**src/rtl/idecode_pkg.sv**
```systemverilog
// Shared types for the decode queue: class encodings, special opcodes, record.
// IDECODE_MUL_EN enables multiply-opcode decode in idecode_fields.
package idecode_pkg;

   typedef enum logic [1:0] {
      CLS_DIMM = 2'b00,
      CLS_DREG = 2'b01,
      CLS_LDST = 2'b10,
      CLS_BR   = 2'b11
   } cls_e;

   localparam logic [6:0] OP_HALT = 7'b1101000;
   localparam logic [6:0] OP_MUL0 = 7'b0010000;
   localparam logic [6:0] OP_MUL1 = 7'b0110000;
   localparam logic [6:0] OP_MUL2 = 7'b0011000;
   localparam logic [6:0] OP_MUL3 = 7'b0111000;

   // imm kept at 16 bits; sext tells the queue how to widen it to DW
   typedef struct packed {
      cls_e        cls;
      logic        set_flags;
      logic [2:0]  alu_fn;
      logic [3:0]  br_cond;
      logic [3:0]  dest;
      logic [3:0]  src1;
      logic [3:0]  src2;
      logic        reg_write;
      logic [15:0] imm;
      logic        sext;
      logic        halt;
      logic        mul_trigger;
      logic [1:0]  mul_type;
   } rec_t;

endpackage

```
**src/rtl/idecode_fields.sv**
```systemverilog
// Combinational instruction -> decoded record.
// Multiply opcodes are recognised only when IDECODE_MUL_EN is defined.
module idecode_fields
   import idecode_pkg::*;
(
   input  logic [31:0] instruction,
   output rec_t        rec
);

   logic [6:0] op;
   logic       unused;

   assign op     = instruction[31:25];
   assign unused = instruction[29];

   always_comb begin
      rec     = '0;
      rec.cls = cls_e'(instruction[31:30]);
      unique case (rec.cls)
         CLS_BR: begin
            rec.br_cond = instruction[24:21];
            rec.src1    = instruction[20:17];
            rec.src2    = instruction[16:13];
            rec.imm     = instruction[15:0];
            rec.sext    = 1'b1;
         end
         CLS_LDST: begin
            rec.dest = instruction[24:21];
            rec.src1 = instruction[20:17];
            rec.imm  = instruction[15:0];
         end
         CLS_DREG: begin
            rec.set_flags = instruction[28];
            rec.alu_fn    = instruction[27:25];
            rec.dest      = instruction[24:21];
            rec.src1      = instruction[20:17];
            rec.src2      = instruction[16:13];
            rec.reg_write = 1'b1;
         end
         CLS_DIMM: begin
            rec.set_flags = instruction[28];
            rec.alu_fn    = instruction[27:25];
            rec.dest      = instruction[24:21];
            rec.src1      = instruction[20:17];
            rec.imm       = instruction[15:0];
            rec.reg_write = 1'b1;
         end
      endcase
      rec.halt = (op == OP_HALT);
`ifdef IDECODE_MUL_EN
      case (op)
         OP_MUL0: begin rec.mul_trigger = 1'b1; rec.mul_type = 2'd0; end
         OP_MUL1: begin rec.mul_trigger = 1'b1; rec.mul_type = 2'd1; end
         OP_MUL2: begin rec.mul_trigger = 1'b1; rec.mul_type = 2'd2; end
         OP_MUL3: begin rec.mul_trigger = 1'b1; rec.mul_type = 2'd3; end
         default: ;
      endcase
`else
      rec.mul_trigger = 1'b0;
      rec.mul_type    = 2'd0;
`endif
   end

endmodule

```
**src/rtl/idecode_queue.sv**
```systemverilog
// Decode stage with a DEPTH-entry queue of decoded records and sticky halt.
// IDECODE_MUL_EN (see idecode_fields) adds multiply-opcode decode.
module idecode_queue
   import idecode_pkg::*;
#(
   parameter int DEPTH = 4,
   parameter int DW    = 32
) (
   input  logic                   clk,
   input  logic                   rst,
   input  logic                   in_valid,
   output logic                   in_ready,
   input  logic [31:0]            instruction,
   input  logic                   flush,
   output logic                   out_valid,
   input  logic                   out_ready,
   output logic [1:0]             cls,
   output logic                   set_flags,
   output logic [2:0]             alu_fn,
   output logic [3:0]             br_cond,
   output logic [3:0]             dest,
   output logic [3:0]             src1,
   output logic [3:0]             src2,
   output logic                   reg_write,
   output logic [DW-1:0]          imm,
   output logic                   halt,
   output logic                   mul_trigger,
   output logic [1:0]             mul_type,
   output logic [$clog2(DEPTH):0] count,
   output logic                   halted
);

   localparam int AW = $clog2(DEPTH);
   localparam int CW = AW + 1;

   rec_t          mem [DEPTH];
   rec_t          dec;
   rec_t          head;
   logic [AW-1:0] wptr;
   logic [AW-1:0] rptr;
   logic [CW-1:0] cnt;
   logic          halted_q;
   logic          full;
   logic          push;
   logic          pop;

   idecode_fields u_fields (
      .instruction (instruction),
      .rec         (dec)
   );

   assign full      = (cnt == CW'(DEPTH));
   assign in_ready  = rst && !full && !halted_q && !flush;
   assign out_valid = rst && (cnt != '0);
   assign push      = in_valid && in_ready;
   assign pop       = out_valid && out_ready;

   always_ff @(posedge clk) begin
      if (!rst || flush) begin
         wptr     <= '0;
         rptr     <= '0;
         cnt      <= '0;
         halted_q <= 1'b0;
      end else begin
         if (push) wptr <= wptr + AW'(1);
         if (pop)  rptr <= rptr + AW'(1);
         case ({push, pop})
            2'b10:   cnt <= cnt + CW'(1);
            2'b01:   cnt <= cnt - CW'(1);
            default: cnt <= cnt;
         endcase
         if (push && dec.halt) halted_q <= 1'b1;
      end
   end

   always_ff @(posedge clk) begin
      if (push) mem[wptr] <= dec;
   end

   assign head = out_valid ? mem[rptr] : '0;

   assign cls         = head.cls;
   assign set_flags   = head.set_flags;
   assign alu_fn      = head.alu_fn;
   assign br_cond     = head.br_cond;
   assign dest        = head.dest;
   assign src1        = head.src1;
   assign src2        = head.src2;
   assign reg_write   = head.reg_write;
   assign imm         = head.sext ? DW'($signed(head.imm)) : DW'(head.imm);
   assign halt        = head.halt;
   assign mul_trigger = head.mul_trigger;
   assign mul_type    = head.mul_type;
   assign count       = cnt;
   assign halted      = halted_q;

endmodule

```
**config.mk**
```make
export PLATFORM = sky130hd
export DESIGN_NAME = idecode_queue
export DESIGN_NICKNAME = d
export VERILOG_FILES = /design/src/rtl/idecode_pkg.sv /design/src/rtl/idecode_fields.sv /design/src/rtl/idecode_queue.sv
export SDC_FILE = /design/constraint.sdc
export NUM_CORES = 1
export LEC_CHECK = 0
export ABC_CLOCK_PERIOD_IN_PS = 2320
export CELL_PAD_IN_SITES_DETAIL_PLACEMENT = 0
export CELL_PAD_IN_SITES_GLOBAL_PLACEMENT = 1
export CORE_UTILIZATION = 46
export DETAILED_ROUTE_END_ITERATION = 7
export GPL_ROUTABILITY_DRIVEN = 0
export HOLD_SLACK_MARGIN = 0.05
export PLACE_DENSITY = 0.87
export SYNTH_ARGS = -nofsm -noshare
export SYNTH_HDL_FRONTEND = slang
export SYNTH_SLANG_ARGS = --single-unit
```
**constraint.sdc**
```tcl
create_clock -name clk -period 2.32 [get_ports clk]
set_input_delay 0.348 -clock clk [delete_from_list [all_inputs] [get_ports clk]]
set_output_delay 0.348 -clock clk [all_outputs]
set_load 0.01 [all_outputs]
```
==> reports/results.ini <==
[status]
run_status = finished, final reports clean

[run]
max-cap-violations = 0

[finish]
drive_gt1_share_pct = 38.3
final_nets = 559
area_growth_pct = 27.8
fillers = 1090
antenna_cells = 0
ff_latch_area_um2 = 5130
final_common_cell = edfxtp_1
mostFrequentLayoutCells = edfxtp_1, and2_1, mux4_2, clkdlybuf4s50_1, buf_2
multiInputGateArea_um2 = 1790

[hold_path]
hold_path.class = reg2reg

[power]
power_uw = 6420
p_leak_uw = 0.00322
peakVddDrop_uv = 545
p_per_area_nw_per_um2 = 705

[route]
via_count = 3824
ant_nets = 0
top_layer_used = met4
met1_length_um = 5880
wire_per_inst_um = 19.6
wl_um = 14000
vias_per_cell = 5.34
wl_met2_um = 7280
dr.first_iter.drc_count = 302
drcViolationCount = 0
first_pass_iters = 4
wl_met3_um = 699

[clock_tree]
clock_path_buffers = 2
clk_pin_slew_ns = 0.06
numCtsBuffers = 17
clk_latency_ns = 0.42
htreeDepth = 4
root_buffer = clkbuf_16
tritoncts = done
clock_sinks = 174

[grt]
track_usage_pct = 18.7
overflow = 0
antenna_found_initial = 0
grt_max_degree = 30
grt_pass1_vias = 4036
grt_pass1_wl_um = 21900

[timing]
rsz0062_at_grt = true
finalHoldViolCount = 0
setup_slack_ns = 0.0260
slew_violations = 0
final.min_clock_period_ns = 2.29
hold_ws_ns = 0.496
max_clock_freq_ghz = 0.436
setup_viol = 0
fin_skew_ns = 0.00823
fin_crit_sh_pct = 98.9

[logic_synthesis]
postSynthAreaPerCell_um2 = 18.6
yosysSeqAreaShare_pct = 71.9
synth.distinct_cells = 32
ys_ff_latch = 174
synthFlopType = edfxtp_1
async_flop_share_pct = 0
synthCells = 383
netlist_area_um2 = 7130
synth_edf_count = 164
ys_warn_count = 0

[worst_setup_path]
start_kind = flip-flop
crit_type = reg2out
crit_path_end_kind = primary output
crit_fanout = 5
worstPathArrival_ns = 1.95
required_ns = 1.97

[place]
place_ws_ns = -0.186
post-dp-hpwl_um = 9090
io_buffers = 98

[floorplan]
die_area_um2 = 16000
core_area_um2 = 15100
fp.dieH_um = 126
initial_core_util_pct = 47.1
num_rows = 45
die_w_um = 126
ioPinCount = 102

[power breakdown]
part / leakage (µW) / switching, µW / internal [µW]
combinational: 0.00138 / 121 / 134
clock: 0.000268 / 1190 / 1500
sequential: 0.00157 / 7.92 / 3460
[final timing paths]
kind                   from          to  slack (ns)  cells after the start
setup / recovery  flip-flop  br_cond[2]        0.03                      5
hold / removal      rptr[1]   flip-flop        0.50                      2
setup reg to reg   count[2]    count[2]        0.18                     10
hold reg to reg     rptr[1]   flip-flop        0.50                      2
[worst max-delay path, cell delays in order (launching register included)]
cell             delay [ns]
dfxtp_4                0.39
buf_12                 0.14
buf_4                  0.13
mux4_2                 0.49
and2_4                 0.16
clkdlybuf4s15_2        0.22
[routing by layer]
layer	GRT usage [%]	vias up
met2	32.2	120
met1	23.6	1964
li1	-	1727
met4	6.45	0
met3	4.05	13
met5	0	-
[area by class of cell]
type	count	area share, %
clock inverters	13	1.46
clock buffers	18	4.71
well taps	188	2.58
multi-input cells	165	19.6
inverters	10	0.412
repair buffers	148	14.9
flip-flops and latches	174	56.4
[cell families after synthesis]
logic type	share of synthesized area (%)
flops	71.9
simple gates	8.62
buf+inv	3.97
mux	13.0
compound gates	1.00
fa+ha+maj	1.16
xor+xnor	0.369
other cells	0.0526
[cells in the mapped netlist, drive strengths merged (2+ instances only)]
cell type	number	area (µm²)
clkbuf	9	33.8
nand3	2	10.0
xor2	3	26.3
buf	27	211
and3	9	56.3
nand2	3	11.3
mux4	41	923
and2	64	400
or3	3	18.8
inv	10	37.5
o21ai	4	20.0
ha	5	62.6
nor2	7	26.3
nor2b	4	25.0
edfxtp	164	4920
dfxtp	10	200
a21oi	5	25.0
[state kept, by name, indices dropped and copies added, names as in the netlist, named ones only]
register and count:
mem 164, count 3, rptr 2, wptr 2, halted 1
[what timing repair did]
| action | CTS | global route |
|---|---|---|
| setup buffers | 11 | 0 |
| resized for setup | 208 | 38 |
| endpoints found under the setup margin | 57 | 34 |
| hold buffers | 0 | 0 |
| gates cloned | 2 | 0 |
| pin swaps | 7 | 4 |
[metrics by stage]
step	TNS [ns]	instances	area [µm²]	utilization [%]
floorplan	0	385	7140	-
global placement	-5.13	673	8520	56.2
detailed placement	-6.70	673	8520	56.2
CTS	-0.00967	717	9190	60.7
global route	-0.170	716	9110	60.2
finish	0	716	9110	60.2
(Power assumes the default switching activity.)
